**src/rtl/seq_multiplier.sv**
```systemverilog
// seq_multiplier: radix-2 shift-add multiplier, WIDTH+2 cycles per operation,
// signed (sign-magnitude with final negate) or unsigned operands.
`default_nettype none

`ifndef WORD
`define WORD 64
`endif

module seq_multiplier #(
  parameter int WIDTH = `WORD
) (
  input  logic             clk,
  input  logic             reset,
  input  logic             start,
  input  logic             signed_op,
  input  logic [WIDTH-1:0] multiplicand,
  input  logic [WIDTH-1:0] multiplier,
  output logic             busy,
  output logic             done,
  output logic [WIDTH-1:0] product_lo,
  output logic [WIDTH-1:0] product_hi
);

  localparam int CW = $clog2(WIDTH + 1);
  localparam logic [WIDTH-1:0]   ONE_W  = WIDTH'(1);
  localparam logic [2*WIDTH-1:0] ONE_2W = (2*WIDTH)'(1);

  typedef enum logic [1:0] {IDLE, CALC, FIX, DONE} state_t;

  state_t               state;
  logic [WIDTH-1:0]     mcand;
  logic [2*WIDTH:0]     acc;
  logic [CW-1:0]        count;
  logic                 sign;

  logic                 load;
  logic [WIDTH-1:0]     abs_a;
  logic [WIDTH-1:0]     abs_b;
  logic [WIDTH:0]       sum;
  logic [2*WIDTH-1:0]   fixed;

  assign load  = start && (state == IDLE || state == DONE);
  // The most negative value maps to 2^(WIDTH-1), which fits unsigned in WIDTH bits.
  assign abs_a = (signed_op && multiplicand[WIDTH-1]) ? (~multiplicand + ONE_W) : multiplicand;
  assign abs_b = (signed_op && multiplier[WIDTH-1])   ? (~multiplier + ONE_W)   : multiplier;
  assign sum   = acc[2*WIDTH:WIDTH] + (acc[0] ? {1'b0, mcand} : {(WIDTH+1){1'b0}});
  assign fixed = sign ? (~acc[2*WIDTH-1:0] + ONE_2W) : acc[2*WIDTH-1:0];

  always_ff @(posedge clk or negedge reset) begin
    if (!reset) begin
      state      <= IDLE;
      mcand      <= '0;
      acc        <= '0;
      count      <= '0;
      sign       <= 1'b0;
      busy       <= 1'b0;
      done       <= 1'b0;
      product_lo <= '0;
      product_hi <= '0;
    end else begin
      done <= 1'b0;
      if (load) begin
        mcand <= abs_a;
        acc   <= {{(WIDTH+1){1'b0}}, abs_b};
        sign  <= signed_op & (multiplicand[WIDTH-1] ^ multiplier[WIDTH-1]);
        count <= CW'(WIDTH);
        busy  <= 1'b1;
        state <= CALC;
      end else begin
        case (state)
          CALC: begin
            // Shift the carry-extended sum right together with the remaining multiplier bits.
            acc   <= {1'b0, sum, acc[WIDTH-1:1]};
            count <= count - CW'(1);
            if (count == CW'(1)) state <= FIX;
          end
          FIX: begin
            acc        <= {1'b0, fixed};
            product_lo <= fixed[WIDTH-1:0];
            product_hi <= fixed[2*WIDTH-1:WIDTH];
            busy       <= 1'b0;
            done       <= 1'b1;
            state      <= DONE;
          end
          DONE:    state <= IDLE;
          default: state <= IDLE;
        endcase
      end
    end
  end

endmodule

`default_nettype wire

```
**config.mk**
```make
export PLATFORM = sky130hd
export DESIGN_NAME = seq_multiplier
export DESIGN_NICKNAME = d
export VERILOG_FILES = /design/src/rtl/seq_multiplier.sv
export SDC_FILE = /design/constraint.sdc
export NUM_CORES = 1
export LEC_CHECK = 0
export BUFFER_PORTS_ARGS = -buffer_cell sky130_fd_sc_hd__buf_2
export CORE_UTILIZATION = 55
export DETAILED_ROUTE_END_ITERATION = 8
export PLACE_DENSITY = 0.85
export SYNTH_ARGS = -nofsm -noshare
export SYNTH_HDL_FRONTEND = slang
export SYNTH_SLANG_ARGS = --single-unit
```
**constraint.sdc**
```tcl
create_clock -name clk -period 3.7 [get_ports clk]
set_input_delay 0.555 -clock clk [delete_from_list [all_inputs] [get_ports clk]]
set_output_delay 0.555 -clock clk [all_outputs]
set_load 0.005 [all_outputs]
```
==> impl_table.tex <==
\begin{tabular}{lr}
\hline
Metric & Value \\
\hline
\multicolumn{2}{l}{\textbf{Outcome}} \\
Status & finished clean \\
\multicolumn{2}{l}{\textbf{Placement}} \\
Final GP Congestion & 0.973 \\
Placed wire-length estimate & 62,500 um \\
Placed standard-cell area & 0.0273 mm2 \\
Placed cell count & 3,867 \\
Post-place setup slack & -218 ps \\
I/O Buffers & 261 \\
\multicolumn{2}{l}{\textbf{Clock tree}} \\
Worst skew pair latency & 570 ps \\
CTS H-Tree Depth & 2 \\
Total number of clock tree sinks & 332 \\
Buffer depth of the longest clock path & 3 \\
Total CTS buffers & 39 \\
CTS Root Cell & sky130\_fd\_sc\_hd\_\_clkbuf\_16 \\
Post-CTS Hold Buffers & 0 \\
Clock transition at the registers of the reported paths & 60 ps \\
CTS tree & done \\
\multicolumn{2}{l}{\textbf{Yosys}} \\
Seq/Total Area, Yosys & 0.343 \\
Dominant cell by count in the synthesized netlist & sky130\_fd\_sc\_hd\_\_a21oi\_1 \\
Mean cell area of the mapped netlist & 8.07 um2 \\
Commonest cells in the synthesized netlist & sky130\_fd\_sc\_hd\_\_a21oi\_1, sky130\_fd\_sc\_hd\_\_nand2\_1, sky130\_fd\_sc\_hd\_\_dfrtp\_1 \\
Total standard cell area after synthesis & 0.0242 mm2 \\
Number of library cell types mapped by synthesis & 88 \\
Area fraction of the dominant cell type after synthesis & 0.343 \\
Synth Register Bits & 332 \\
Cell type with the highest aggregate area in the netlist & sky130\_fd\_sc\_hd\_\_dfrtp\_1 \\
Post-synth EDFFs & 0 \\
Count of warnings emitted by yosys & 0 \\
Net count after synthesis & 3,204 \\
Ys flop type & sky130\_fd\_sc\_hd\_\_dfrtp\_1 \\
Cell types occupying the most area after synthesis & sky130\_fd\_sc\_hd\_\_dfrtp\_1, sky130\_fd\_sc\_hd\_\_a21oi\_1, sky130\_fd\_sc\_hd\_\_xor2\_1 \\
Instance count of the mapped netlist & 3,000 \\
Fraction of registers with async set or reset after synthesis & 1.00 \\
\multicolumn{2}{l}{\textbf{Route}} \\
Residual DRC & 0 \\
Number of iterations in the first detailed-routing pass & 6 \\
Via count normalized by instance count & 6.33 \\
Final routed wire length divided by cell count & 21.4 um \\
Final antenna-violating net count & 0 \\
Sum of routed wire length over all layers & 84,500 um \\
Count of routing violations after the opening detailed-route iteration & 2,666 \\
Total via count in the routed design & 25.0k \\
\multicolumn{2}{l}{\textbf{Critical path}} \\
Crit-path cells & or4\_4, or4b\_4, nor4\_4, and2\_1, buf\_4, nand2\_4, or3\_4, o41a\_1, o21ai\_1, a22oi\_2, nand3\_1 \\
CP max-delay cell & sky130\_fd\_sc\_hd\_\_or4b\_4 \\
Count of cells along the worst register-to-register path & 11 \\
Worst stage delay on the critical path & 600 ps \\
Required time of the critical path & 4190 ps \\
Launch instance of the worst register-to-register path & acc[10] \\
Element type at the critical path start & register \\
End of the worst register-to-register path & acc[125] \\
Largest fanout on the critical path & 5 \\
Internal reg-to-reg setup slack & 30 ps \\
Endpoint class of the critical path & register \\
CP arrival & 4160 ps \\
Category of the most critical setup path & reg2reg \\
\multicolumn{2}{l}{\textbf{Die}} \\
Vertical die dimension & 212 um \\
Width of the die & 212 um \\
Effective utilization at floorplan & 0.559 \\
IO Pins & 262 \\
Core region area & 0.0433 mm2 \\
Std cell rows & 76 \\
Die area & 0.0449 mm2 \\
\multicolumn{2}{l}{\textbf{Layout}} \\
Share of post-route cells with drive strength above 1 & 0.190 \\
Layout area overhead & 18.8\% \\
Post-route core utilization & 0.665 \\
Number of cells in the finished layout apart from fillers & 3,948 \\
Nets & 3,535 \\
Layout Cell Area excl Fill & 0.0288 mm2 \\
\multicolumn{2}{l}{\textbf{Timing}} \\
Maximum clock rate & 273 MHz \\
Setup violations, final & 0 \\
Final critical delay including setup and external delays & 3670 ps \\
Number of endpoints with negative hold slack in the final report & 0 \\
Final Worst Setup Slack & 34.5 ps \\
Accumulated negative setup slack & 0 ps \\
Final worst path period share & 0.991 \\
Max transition margin & 0.373 \\
Final number of max-transition violations & 0 \\
Slew at the pin with the worst max-slew slack & 941 ps \\
Post-Route Skew & 25.8 ps \\
\multicolumn{2}{l}{\textbf{Pwr}} \\
Worst IR Drop VDD & 0.559 mV \\
Power per Cell Area & 988 mW/mm2 \\
Leakage power summed over all cells & 0.0123 uW \\
\multicolumn{2}{l}{\textbf{Global routing}} \\
Overall track demand over capacity in global routing & 0.370 \\
Number of global-route vias before repair & 23.5k \\
Overflow after GRT & 0 \\
Global-route wire length before repair & 130,000 um \\
Number of antenna violations at the first check in global routing & 7 \\
Largest net degree at the start of global routing & 173 \\
\multicolumn{2}{l}{\textbf{Worst hold path}} \\
Path type of the worst min-delay path & in2async \\
\multicolumn{2}{l}{\textbf{Job}} \\
Max Cap Violations & 0 \\
\hline
\end{tabular}
==> through the flow <==
step	power, uW	hold WS (ps)
global placement	23400	456
detailed placement	23900	463
floorplan	17500	259
global route	30200	55.5
finish	28400	12.3
CTS	27800	30.1
==> per-layer routing <==
layer | GRT usage | up-vias | part of all wire
met5 | 0 | - | 0.00015
met3 | 0.0561 | 220 | 0.091
met1 | 0.512 | 11900 | 0.43
li1 | - | 11500 | -
met2 | 0.580 | 1398 | 0.45
met4 | 0.148 | 2 | 0.039
==> cells by family (layout without fill, tap and decap cells) <==
kind of cell    Yosys count  count (layout)  synth area share
flops                   332             332             0.343
mux                      39              39            0.0167
other cells               0               6                 0
simple gates           1013            1013             0.200
buf+inv                 254             611            0.0403
fa+ha+maj                72              72            0.0375
xor+xnor                304             304             0.110
compound gates          986             986             0.253
==> worst max path at each step <==
| stage | start | end | slack (ps) | depth (start not counted) |
|---|---|---|---|---|
| finish | acc[10] | acc[125] | 30 | 11 |
| global route | acc[10] | acc[125] | -30 | 11 |
| CTS | acc[10] | acc[98] | -8 | 11 |
| detailed placement | multiplicand[4] | mcand[59] | -220 | 12 |
| global placement | multiplicand[4] | mcand[57] | -60 | 12 |
| floorplan | acc[0] | acc[117] | 100 | 15 |
==> sequential cells by signal, indices dropped and copies added, names as in the netlist <==
signal,flops
count,7
busy,1
product_hi,64
sign,1
acc,128
product_lo,64
state,2
done,1
mcand,64
==> timing repair <==
| item | CTS | global route |
|---|---|---|
| endpoints found under the setup margin | 11 | 44 |
| pin swaps | 1 | 13 |
| hold endpoints to repair | 0 | 0 |
| gates resized for setup | 5 | 29 |
| setup buffers | 2 | 6 |
==> power breakdown <==
part	total, uW	leakage, uW	internal (uW)	switching (uW)
Sequential	7280	0.00391	5480	1800
Combinational	17300	0.00777	6870	10500
Clock	3800	0.000598	2200	1600
Total	28400	0.0123	14600	13900
==> layout make-up <==
type,instances,area [um2]
diodes,6,15.0
clock buffers,53,1090
clock inverters,14,131
fillers,3611,14500
inverters,48,180
multi-input cells,2414,15100
flip-flops and latches,332,8310
well taps,585,732
repair buffers,496,3170
==> worst max-delay path: cells and delay by family (launching register included) <==
| family | cells | cell delay, ps |
|---|---|---|
| compound gates | 3 | 710 |
| buf+inv | 1 | 160 |
| flops | 1 | 380 |
| simple gates | 7 | 2350 |
==> layout by cell type, fill, tap and decap left out, types with 46 or more instances in the layout <==
master,n
sky130_fd_sc_hd__a21o_1,46
sky130_fd_sc_hd__a21oi_1,336
sky130_fd_sc_hd__and2_1,77
sky130_fd_sc_hd__buf_2,260
sky130_fd_sc_hd__buf_4,228
sky130_fd_sc_hd__dfrtp_1,331
sky130_fd_sc_hd__ha_1,67
sky130_fd_sc_hd__inv_1,46
sky130_fd_sc_hd__nand2_1,330
sky130_fd_sc_hd__nand3_1,62
sky130_fd_sc_hd__nor2_1,280
sky130_fd_sc_hd__o211ai_1,47
sky130_fd_sc_hd__o21ai_0,246
sky130_fd_sc_hd__o31ai_1,53
sky130_fd_sc_hd__xnor2_1,118
sky130_fd_sc_hd__xor2_1,186
Note: power is estimated with default switching activity, not from simulation.
